==> config.mk <==
export PLATFORM = sky130hd
export DESIGN_NAME = stream_rl1_sink_fifo
export DESIGN_NICKNAME = d
export VERILOG_FILES = /design/src/rtl/stream_rl1_sink_fifo.sv
export SDC_FILE = /design/constraint.sdc
export NUM_CORES = 1
export LEC_CHECK = 0
export ABC_AREA = 1
export BUFFER_PORTS_ARGS = -buffer_cell sky130_fd_sc_hd__buf_2
export CAP_MARGIN = 20
export CORE_ASPECT_RATIO = 1.75
export CORE_UTILIZATION = 33
export DETAILED_ROUTE_END_ITERATION = 6
export HOLD_SLACK_MARGIN = 0.03
export PLACE_DENSITY = 0.47
export RECOVER_POWER = 100
export SLEW_MARGIN = 20
export SYNTH_ARGS = -nofsm -noshare
export SYNTH_HDL_FRONTEND = slang
export SYNTH_SLANG_ARGS = --single-unit
==> constraint.sdc <==
create_clock -name clk -period 4.06 [get_ports clk]
set_input_delay 0.812 -clock clk [delete_from_list [all_inputs] [get_ports clk]]
set_output_delay 0.812 -clock clk [all_outputs]
set_load 0.05 [all_outputs]
==> src/rtl/stream_rl1_sink_fifo.sv <==
// stream_rl1_sink_fifo
//   Sink for a ready-latency-1 video stream (24b RGB + SOP + EOP). A small
//   skid FIFO absorbs the beat still in flight after ready_out drops and
//   re-presents the data as a ready-latency-0, first-word-fall-through stream.
//   Define STREAM_RL1_SINK_PKT_CHECK_EN to build the SOP/EOP framing checker;
//   without it err_sop, err_eop, pkt_len and pkt_done are tied to zero.
module stream_rl1_sink_fifo #(
  parameter int DATA_WIDTH = 26,
  parameter int DEPTH      = 4,
  parameter int SOP_BIT    = 24,
  parameter int EOP_BIT    = 25,
  parameter int LEN_WIDTH  = 20
) (
  input  logic                  clk,
  input  logic                  rst,
  input  logic                  valid_in,
  input  logic [DATA_WIDTH-1:0] data_in,
  output logic                  ready_out,
  output logic                  valid_out,
  output logic [DATA_WIDTH-1:0] data_out,
  input  logic                  ready_in,
  output logic                  overflow,
  output logic                  err_sop,
  output logic                  err_eop,
  output logic [LEN_WIDTH-1:0]  pkt_len,
  output logic                  pkt_done
);

  localparam int PTR_W = (DEPTH > 1) ? $clog2(DEPTH) : 1;
  localparam int CNT_W = $clog2(DEPTH + 1);

  localparam logic [CNT_W-1:0] CNT_FULL  = CNT_W'(DEPTH);
  localparam logic [CNT_W-1:0] CNT_READY = CNT_W'(DEPTH - 2);
  localparam logic [PTR_W-1:0] PTR_LAST  = PTR_W'(DEPTH - 1);

  logic [DATA_WIDTH-1:0] mem [DEPTH];
  logic [PTR_W-1:0]      rd_ptr;
  logic [PTR_W-1:0]      wr_ptr;
  logic [PTR_W-1:0]      rd_ptr_nxt;
  logic [PTR_W-1:0]      wr_ptr_nxt;
  logic [CNT_W-1:0]      count;
  logic                  full;
  logic                  push;
  logic                  pop;

  assign full      = (count == CNT_FULL);
  assign pop       = valid_out & ready_in;
  assign push      = valid_in & (~full | pop);

  // Room is reserved for the beat granted last cycle plus the one granted now.
  assign ready_out = ~rst & (count <= CNT_READY);
  assign valid_out = (count != '0);
  assign data_out  = mem[rd_ptr];

  // Explicit wrap so that non-power-of-two depths work.
  always_comb begin
    rd_ptr_nxt = (rd_ptr == PTR_LAST) ? '0 : rd_ptr + 1'b1;
    wr_ptr_nxt = (wr_ptr == PTR_LAST) ? '0 : wr_ptr + 1'b1;
  end

  // Occupancy and pointer bookkeeping.
  always_ff @(posedge clk) begin
    if (rst) begin
      rd_ptr <= '0;
      wr_ptr <= '0;
      count  <= '0;
    end else begin
      if (push) wr_ptr <= wr_ptr_nxt;
      if (pop)  rd_ptr <= rd_ptr_nxt;
      case ({push, pop})
        2'b10:   count <= count + 1'b1;
        2'b01:   count <= count - 1'b1;
        default: count <= count;
      endcase
    end
  end

  // Storage; cleared on reset so data_out reads zero out of reset.
  always_ff @(posedge clk) begin
    if (rst) begin
      for (int unsigned i = 0; i < DEPTH; i++) mem[i] <= '0;
    end else if (push) begin
      mem[wr_ptr] <= data_in;
    end
  end

  // Sticky flag for a beat that arrived with no slot to take it.
  always_ff @(posedge clk) begin
    if (rst) overflow <= 1'b0;
    else if (valid_in & full & ~pop) overflow <= 1'b1;
  end

`ifdef STREAM_RL1_SINK_PKT_CHECK_EN
  localparam logic [0:0] ST_IDLE   = 1'b0;
  localparam logic [0:0] ST_IN_PKT = 1'b1;

  logic [0:0]           state;
  logic [LEN_WIDTH-1:0] len;
  logic [LEN_WIDTH-1:0] len_inc;
  logic                 sop_in;
  logic                 eop_in;

  assign sop_in  = data_in[SOP_BIT];
  assign eop_in  = data_in[EOP_BIT];
  assign len_inc = (&len) ? len : len + 1'b1;

  // Framing checker, evaluated only on beats actually accepted into the FIFO.
  always_ff @(posedge clk) begin
    if (rst) begin
      state    <= ST_IDLE;
      len      <= '0;
      pkt_len  <= '0;
      pkt_done <= 1'b0;
      err_sop  <= 1'b0;
      err_eop  <= 1'b0;
    end else begin
      pkt_done <= 1'b0;
      if (push) begin
        if (sop_in) begin
          // A SOP inside an open packet abandons it and starts a new one.
          if (state == ST_IN_PKT) err_eop <= 1'b1;
          len <= LEN_WIDTH'(1);
          if (eop_in) begin
            pkt_len  <= LEN_WIDTH'(1);
            pkt_done <= 1'b1;
            state    <= ST_IDLE;
          end else begin
            state <= ST_IN_PKT;
          end
        end else if (state == ST_IDLE) begin
          err_sop <= 1'b1;
        end else begin
          len <= len_inc;
          if (eop_in) begin
            pkt_len  <= len_inc;
            pkt_done <= 1'b1;
            state    <= ST_IDLE;
          end
        end
      end
    end
  end
`else
  assign err_sop  = 1'b0;
  assign err_eop  = 1'b0;
  assign pkt_len  = '0;
  assign pkt_done = 1'b0;
`endif

endmodule
==> results of run 1 <==
-- where the power goes --
part | switching, W | internal [W]
Combinational | 0.00117 | 0.000258
Sequential | 0.0000393 | 0.00143
Clock | 0.000511 | 0.00101
Total | 0.00172 | 0.00270
-- logic make-up after synthesis --
logic type / Yosys count / synth area share, %
compound gates: 92 / 9.10
fa+ha+maj: 4 / 1.06
buf+inv: 98 / 9.77
flops: 114 / 61.0
other cells: 1 / 0.0689
simple gates: 182 / 19.0
-- worst paths after layout --
check | cells after the start | endpoint | slack (ps)
worst max-delay path | 5 | data_out[10] | 660
worst min-delay path | 2 | overflow$_SDFFE_PP0P_ | 450
worst max register to register | 5 | mem[2][6]$_SDFFCE_PN0P_ | 790
worst min register to register | 2 | overflow$_SDFFE_PP0P_ | 450
-- through the flow --
stage / power [W] / instance area, um^2 / std cells / utilization [%] / hold slack (ps)
floorplan: 0.00265 / 5530 / 513 / - / 481
global placement: 0.00299 / 5790 / 713 / 36.1 / 436
detailed placement: 0.00300 / 5790 / 713 / 36.1 / 442
CTS: 0.00453 / 6390 / 745 / 39.9 / 452
global route: 0.00460 / 6110 / 745 / 38.1 / 501
finish: 0.00442 / 6110 / 745 / 38.1 / 449
-- critical path: cells and delay by family (launching register included) --
family          cells  cell delay [ps]
buf+inv             3             1370
compound gates      2              500
flops               1              290
-- routing by layer --
metal	global-route usage, %	share of wire [%]
met5	0	0
met4	6.20	1.8
met3	3.72	3.8
met2	29.6	54
met1	18.0	40
-- synthesized netlist by cell type, drive strengths merged --
| library cell | n | share of area, % |
|---|---|---|
| or2 | 1 | 0.11 |
| conb | 1 | 0.069 |
| o22ai | 26 | 3.0 |
| nor2 | 88 | 6.2 |
| a21oi | 4 | 0.37 |
| nor3 | 78 | 11 |
| edfxtp | 104 | 57 |
| ha | 3 | 0.69 |
| nand4 | 3 | 0.74 |
| dfxtp | 10 | 3.7 |
| clkbuf | 16 | 1.1 |
| nand3 | 3 | 0.37 |
| o21ai | 61 | 5.6 |
| inv | 40 | 2.8 |
| buf | 42 | 5.9 |
| fa | 1 | 0.37 |
| nand2 | 9 | 0.76 |
| o211ai | 1 | 0.14 |
-- state kept, by name (all words and copies together) (netlist names), named ones only --
register	count
wr_ptr	2
count	3
overflow	1
mem	104
rd_ptr	2
-- area by class of cell --
class	count	share of cell area (%)
clock buffers	19	7.09
clock inverters	13	2.72
inverters	40	2.46
multi-input cells	301	24.1
flip-flops and latches	114	54.4
well taps	189	3.87
repair buffers	69	5.35
==> impl_metrics.json, run 1 <==
{
  "status": "finished with violations",
  "violations": "max-capacitance violations, max-slew violations",
  "ys_types": 29,
  "clock-sinks": 114,
  "wire_per_inst_um": 17.7,
  "rsz0062_at_grt": "false",
  "dp_worst_setup_slack_ps": 1160,
  "worstPathRequired_ps": 3250,
  "start_kind": "flop",
  "wl_um": 13200,
  "grt_antenna_before_repair": 0,
  "fp.dieW_um": 99.1,
  "avgSynthCellArea_um2": 11.1,
  "drv_slew": 29,
  "min_from": "overflow$_SDFFE_PP0P_",
  "globalRouteOverflowTotal": 0,
  "syn-cell-area_mm2": 0.00545,
  "critical_path_class": "reg -> out",
  "final_nets": 577,
  "clock_latency_ps": 410,
  "fill_cells": 1645,
  "power_density_mw_per_mm2": 723,
  "first_iter_violations": 182,
  "drive_above_1_share_pct": 12.4,
  "fin_crit_ps": 3400,
  "gp_congestion": 0.696,
  "ir_worst_vdd_mv": 0.331,
  "max-cap-violations": 1,
  "seqCellArea_mm2": 0.00332,
  "hpwl_um": 7650,
  "multi_input_area_mm2": 0.00147,
  "grt_use_total_pct": 16.1,
  "dieHeight_um": 172,
  "pin_count": 82,
  "cts_tree": "built",
  "vias": 3760,
  "htree_levels": 4,
  "drc": 0,
  "mostFrequentLayoutCells": "edfxtp_1 (104), nor2_1 (87), nor3_1 (77)",
  "crit_slowest_cell": "inv_1",
  "r2r-start": "wr_ptr[0]$_SDFFE_PP0P_",
  "clk_path_buf_depth": 2,
  "cp-end-kind": "primary output",
  "post-cts-setup-buffer-count": 0,
  "grt_pass1_wl_um": 20300,
  "initial_utilization_pct": 34.0,
  "cp_max_fo": 27,
  "ant_nets": 0,
  "finalHoldViolCount": 0,
  "max-slew-margin-rel_pct": -20.1,
  "finClkSkew_ps": 7.36,
  "fin_setup_tns_ps": 0,
  "syn_to_final_growth_pct": 12.2,
  "max_stage_delay_ps": 640,
  "period_share_pct": 83.7,
  "portBuffers": 58,
  "leakagePower_nw": 2.33,
  "final_common_cell": "edfxtp_1",
  "arrival_ps": 2590,
  "row_count": 61,
  "syn-instance-count": 491,
  "core_area_mm2": 0.0160,
  "synth-seq-cells": 114,
  "ys_seq_area_share_pct": 61.0,
  "via_per_inst": 5.05,
  "dieArea_mm2": 0.0170,
  "yosysWarnings": 0,
  "grt_max_degree": 56,
  "path_clk_slew_ps": 50,
  "diodes": 0,
  "setup_violations": 0,
  "cts-root-buf": "clkbuf_16",
  "timing.fmax_mhz": 294,
  "cts_hold_buf": 0,
  "setup_slack_ps": 662,
  "ctsResizeCount": 0,
  "drt_pass1_iterations": 4,
  "hp-class": "reg -> reg",
  "worst_pin_slew_ps": 1800,
  "cts-buffers-inserted": 17,
  "grt_pass1_vias": 3780,
  "worstPathCellList": "buf_4 -> inv_1 -> o21ai_0 -> o22ai_1 -> clkbuf_1"
}
Power figures use the tool's default switching activity.
==> run 2: changes to the inputs <==
Settings changed: PLACE_DENSITY 0.47 to 0.49.
Clock period 4.06 ns to 3.1 ns, I/O delays scaled along.
==> run 2 against run 1 <==
The run still ends with max-capacitance violations, max-slew violations left. Total power increased by 29%. Global-route usage about the same. Clock power increased by 22%. Worst setup slack got worse by 440 ps. Largest cell class unchanged. Via count decreased by 1.1%. Final cell count increased by 0.54%. Cell area increased by 0.53%. Routed wire length decreased by 3.0%. Non-clock buffer count increased by 7. Flip-flop and latch count unchanged. Clock-buffer cell count increased by 1.
==> impl_metrics.json, run 2 (synthesis gave the netlist of run 1 again) <==
{
  "switchingPower_w": 0.00220,
  "grt_use_total_pct": 16.2,
  "worstPathRequired_ps": 2480,
  "cp_max_fo": 52,
  "reg2regPathDepth": 3,
  "finalHoldViolCount": 0,
  "ctsResizeCount": 0,
  "clock_latency_ps": 400,
  "critical_path_class": "reg -> out",
  "diodes": 0,
  "initial_utilization_pct": 34.0,
  "grt_antenna_before_repair": 0,
  "grt_pass1_vias": 3761,
  "wl_um": 12800,
  "status": "finished with violations",
  "setup_slack_ps": 219,
  "max-slew-margin-rel_pct": -12.8,
  "fp.dieW_um": 99.1,
  "hp-class": "in -> reg",
  "cts_hold_buf": 0,
  "grt_pass1_wl_um": 20500,
  "grt_max_degree": 53,
  "largest_register_ffs": 104,
  "drt_pass1_iterations": 5,
  "pwr-share-comb_pct": 33.1,
  "setup_violations": 0,
  "final_cell_area_mm2": 0.00614,
  "cts_tree": "built",
  "gp_congestion": 0.786,
  "ant_nets": 0,
  "start_kind": "flop",
  "cts-buffers-inserted": 17,
  "final_cells": 749,
  "final_common_cell": "edfxtp_1",
  "drc": 0,
  "max_stage_delay_ps": 540,
  "vias": 3720,
  "hpwl_um": 7630,
  "final_nets": 584,
  "violations": "max-capacitance violations, max-slew violations",
  "hold-path-cell-count": 2,
  "syn_to_final_growth_pct": 12.8,
  "dieHeight_um": 172,
  "portBuffers": 58,
  "path_clk_slew_ps": 50,
  "worst_pin_slew_ps": 1690,
  "drive_above_1_share_pct": 16.8,
  "dieArea_mm2": 0.0170,
  "rsz0062_at_grt": "false",
  "dpl-instance-area_mm2": 0.00584,
  "mostFrequentLayoutCells": "edfxtp_1 (104), nor2_1 (87), nor3_1 (73)",
  "worstReg2RegEnd": "mem[1][17]$_SDFFCE_PN0P_",
  "power_density_mw_per_mm2": 925,
  "finClkSkew_ps": 7.98,
  "critPathCapture": "data_out[4]",
  "internal_power_w": 0.00349,
  "r2r-start": "wr_ptr[0]$_SDFFE_PP0P_",
  "first_iter_violations": 253,
  "arrival_ps": 2260,
  "via_per_inst": 4.97,
  "wire_per_inst_um": 17.0,
  "cts-root-buf": "clkbuf_16",
  "core_area_mm2": 0.0160,
  "pwr-share-clk_pct": 32.8,
  "ir_worst_vdd_mv": 0.448,
  "worstPathCellList": "clkbuf_4 -> o21ai_0 -> o22ai_1 -> clkbuf_1",
  "clk_path_buf_depth": 2,
  "row_count": 61,
  "numPlacedInstances": 720,
  "clock-sinks": 114,
  "post-cts-setup-buffer-count": 0,
  "dp_worst_setup_slack_ps": 764,
  "timing.fmax_mhz": 347,
  "crit_slowest_cell": "clkbuf_4",
  "cp-end-kind": "primary output",
  "htree_levels": 4,
  "seqPwrFrac_pct": 34.1,
  "drv_slew": 56,
  "globalRouteOverflowTotal": 0,
  "fill_cells": 1589,
  "fin_crit_ps": 2880,
  "switching_share_pct": 38.6,
  "max-cap-violations": 2,
  "pin_count": 82,
  "r2r_slack_ps": 240,
  "period_share_pct": 92.9,
  "leakagePower_nw": 2.40,
  "regMostFlops": "mem",
  "reg_top3": "mem (104), count (3)"
}
[run 2: cell count changes in the layout (fill, tap and decap cells not counted), moves of 2 or more]
| cell | before | now |
|---|---|---|
| clkbuf_2 | 1 | 19 |
| clkbuf_1 | 36 | 20 |
| buf_2 | 28 | 32 |
| nor3_1 | 77 | 73 |
| nor3_2 | 1 | 5 |
| buf_4 | 4 | 6 |
| inv_1 | 36 | 38 |
| inv_2 | 4 | 2 |
[run 2: final cells by class]
class                      count  area, um^2  share of cell area [%]
clock buffer                  20         437                    7.11
clock inverter                 9         116                    1.90
inverter                      40         150                    2.45
multi-input combinational    301        1490                    24.2
sequential                   114        3320                    54.1
tap                          189         236                    3.85
timing repair buffer          76         392                    6.38
[run 2: how the worst min path moves through the flow]
stage | from | end | slack [ps]
2_1_floorplan | rd_ptr[1]$_SDFFE_PP0P_ | flop | 480
3_3_place_gp | overflow$_SDFFE_PP0P_ | overflow$_SDFFE_PP0P_ | 440
3_5_place_dp | overflow$_SDFFE_PP0P_ | overflow$_SDFFE_PP0P_ | 440
4_1_cts | rst | overflow$_SDFFE_PP0P_ | 380
5_1_grt | rst | overflow$_SDFFE_PP0P_ | 380
6_report | rst | overflow$_SDFFE_PP0P_ | 380
[run 2: metrics by stage]
step / total power [W] / TNS, ps / utilization, % / hold slack (ps)
global route: 0.00594 / 0 / 38.3 / 382
global placement: 0.00393 / 0 / 36.5 / 441
CTS: 0.00581 / 0 / 39.9 / 383
finish: 0.00568 / 0 / 38.3 / 384
floorplan: 0.00346 / -14840 / - / 481
detailed placement: 0.00394 / 0 / 36.5 / 438
[run 2: critical path: cells and delay by family, from the launching register on]
kind | cells | cell delay [ps]
buffers and inverters | 2 | 1050
DFF | 1 | 340
AOI/OAI and AO/OA | 2 | 460
[run 2: power groups by stage]
| stage | Clock, W | Sequential (W) | Combinational, W |
|---|---|---|---|
| floorplan | 0 | 0.00194 | 0.00152 |
| global placement | 0 | 0.00197 | 0.00196 |
| detailed placement | 0 | 0.00197 | 0.00197 |
| CTS | 0.00189 | 0.00194 | 0.00198 |
| global route | 0.00195 | 0.00196 | 0.00204 |
| finish | 0.00186 | 0.00194 | 0.00188 |
[run 2: metal layers]
layer,vias up,track usage [%],share of wire [%]
met4,0,5.95,1.6
met2,104,28.7,52
met5,-,0,0
met1,1794,18.8,41
met3,16,4.00,5.4
li1,1806,-,-
==> run 3: changes to the inputs <==
Settings changed: CORE_ASPECT_RATIO 1.75 to not set, PLACE_DENSITY 0.49 to 0.47.
Clock period 3.1 ns to 2.99 ns, I/O delays scaled along.
==> run 3 against run 2 <==
The run still ends with max-capacitance violations, max-slew violations left. Global-route usage rose by 0.39 points. Flip-flop and latch count did not move. Final cell count rose by 4.3%. Sequential power rose by 4%. Register-to-register slack improved by 90 ps. Critical path depth did not move. Cell area rose by 0.59%. Die area fell by 0.12%. Non-clock buffer count rose by 2. Clock skew fell by 2.9 ps. Hold slack got worse by 35 ps. Clock-buffer cell count fell by 1. Critical endpoint is now data_out[9].
==> impl_metrics.json, run 3 (synthesis gave the netlist of run 1 again) <==
{
  "drt_pass1_iterations": 4,
  "largest_register_ffs": 104,
  "fin_crit_ps": 2780,
  "first_iter_violations": 223,
  "arrival_ps": 2190,
  "regMostFlops": "mem",
  "timing.fmax_mhz": 359,
  "pin_count": 82,
  "clock_latency_ps": 410,
  "clock-sinks": 114,
  "cp_max_fo": 18,
  "grt_pass1_wl_um": 20400,
  "drv_slew": 27,
  "cts_hold_buf": 0,
  "ir_worst_vdd_mv": 0.558,
  "hpwl_um": 7810,
  "portBuffers": 58,
  "cp_num_buf_inv": 2,
  "cp-end-kind": "primary output",
  "dieArea_mm2": 0.0170,
  "grt_max_degree": 53,
  "setup_slack_ps": 205,
  "grt_antenna_before_repair": 0,
  "row_count": 46,
  "finalHoldViolCount": 0,
  "rsz0062_at_grt": "false",
  "mostFrequentLayoutCells": "edfxtp_1 (104), nor2_1 (88), nor3_1 (75)",
  "final_cell_area_mm2": 0.00618,
  "crit_slowest_cell": "dfxtp_1",
  "cts_tree": "built",
  "setup_violations": 0,
  "dp_worst_setup_slack_ps": 670,
  "grt_pass1_vias": 3824,
  "final_common_cell": "edfxtp_1",
  "dieHeight_um": 130,
  "drc": 0,
  "clk_path_buf_depth": 2,
  "drive_above_1_share_pct": 18.9,
  "start_kind": "flop",
  "leakagePower_nw": 2.45,
  "wire_per_inst_um": 16.8,
  "path_clk_slew_ps": 50,
  "globalRouteOverflowTotal": 0,
  "cts-root-buf": "clkbuf_16",
  "htree_levels": 4,
  "core_area_mm2": 0.0160,
  "period_share_pct": 93.1,
  "worst_pin_slew_ps": 1690,
  "path_delay_family": "buffers and inverters",
  "max-cap-violations": 1,
  "wl_um": 13100,
  "hp-class": "in -> reg",
  "fp.dieW_um": 130,
  "syn_to_final_growth_pct": 13.4,
  "max_stage_delay_ps": 700,
  "via_per_inst": 4.73,
  "worstPathCellList": "buf_4 -> o21ai_0 -> o22ai_1 -> clkbuf_1",
  "grt_use_total_pct": 16.6,
  "status": "finished with violations",
  "ant_nets": 0,
  "post-cts-setup-buffer-count": 0,
  "max-slew-margin-rel_pct": -12.6,
  "diodes": 0,
  "critical_path_class": "reg -> out",
  "ctsResizeCount": 0,
  "initial_utilization_pct": 34.0,
  "cts-buffers-inserted": 17,
  "dpl-instance-area_mm2": 0.00589,
  "reg_top3": "mem (104), count (3)",
  "vias": 3694,
  "violations": "max-capacitance violations, max-slew violations",
  "worstPathRequired_ps": 2390,
  "finClkSkew_ps": 5.06,
  "final_nets": 586,
  "power_density_mw_per_mm2": 954,
  "gp_congestion": 0.711
}
run 3: cell count changes in the layout (fill, tap and decap cells not counted), sizes merged:
cell      delta
buf          +3
clkinv       +3
clkbuf       -2
clkinvlp     +2
bufinv       -1
run 3: worst paths after layout:
path | from | to | slack (ps) | cells after the start
worst max-delay path | flop | data_out[9] | 210 | 4
worst min-delay path | rst | overflow$_SDFFE_PP0P_ | 350 | 2
worst min register to register | overflow$_SDFFE_PP0P_ | overflow$_SDFFE_PP0P_ | 450 | 2
worst max register to register | wr_ptr[0]$_SDFFE_PP0P_ | mem[0][18]$_SDFFCE_PN0P_ | 330 | 4
run 3: metal layers:
metal  vias to the layer above  GRT usage, %  wire [um]
met5                         -             0          0
met1                      1787          19.9       5870
met3                        10          4.32        552
met4                         0          5.88        128
li1                       1811             -          -
met2                        86          28.7       6580
run 3: final cells by class:
class	instances	area [um^2]
Clock buffer	19	433
Multi-Input combinational cell	301	1460
Clock inverter	13	119
Tap cell	216	270
Sequential cell	114	3320
Fill cell	1633	9820
Timing Repair Buffer	78	424
Inverter	40	150
run 3: per-stage QoR:
step	util [%]	hold slack, ps	setup TNS, ps	power (W)	std cells
floorplan	-	481	-19420	0.00359	513
global placement	36.8	435	0	0.00409	749
detailed placement	36.8	440	0	0.00411	749
CTS	40.3	347	0	0.00600	781
global route	38.6	338	0	0.00617	781
finish	38.6	349	0	0.00589	781
run 3: power breakdown:
part	switching, W	internal (W)	leakage [nW]	total (W)
logic	0.00156	0.000422	1.01	0.00199
registers	0.0000744	0.00193	1.16	0.00201
clock network	0.000693	0.00121	0.273	0.00190
total	0.00233	0.00356	2.45	0.00589
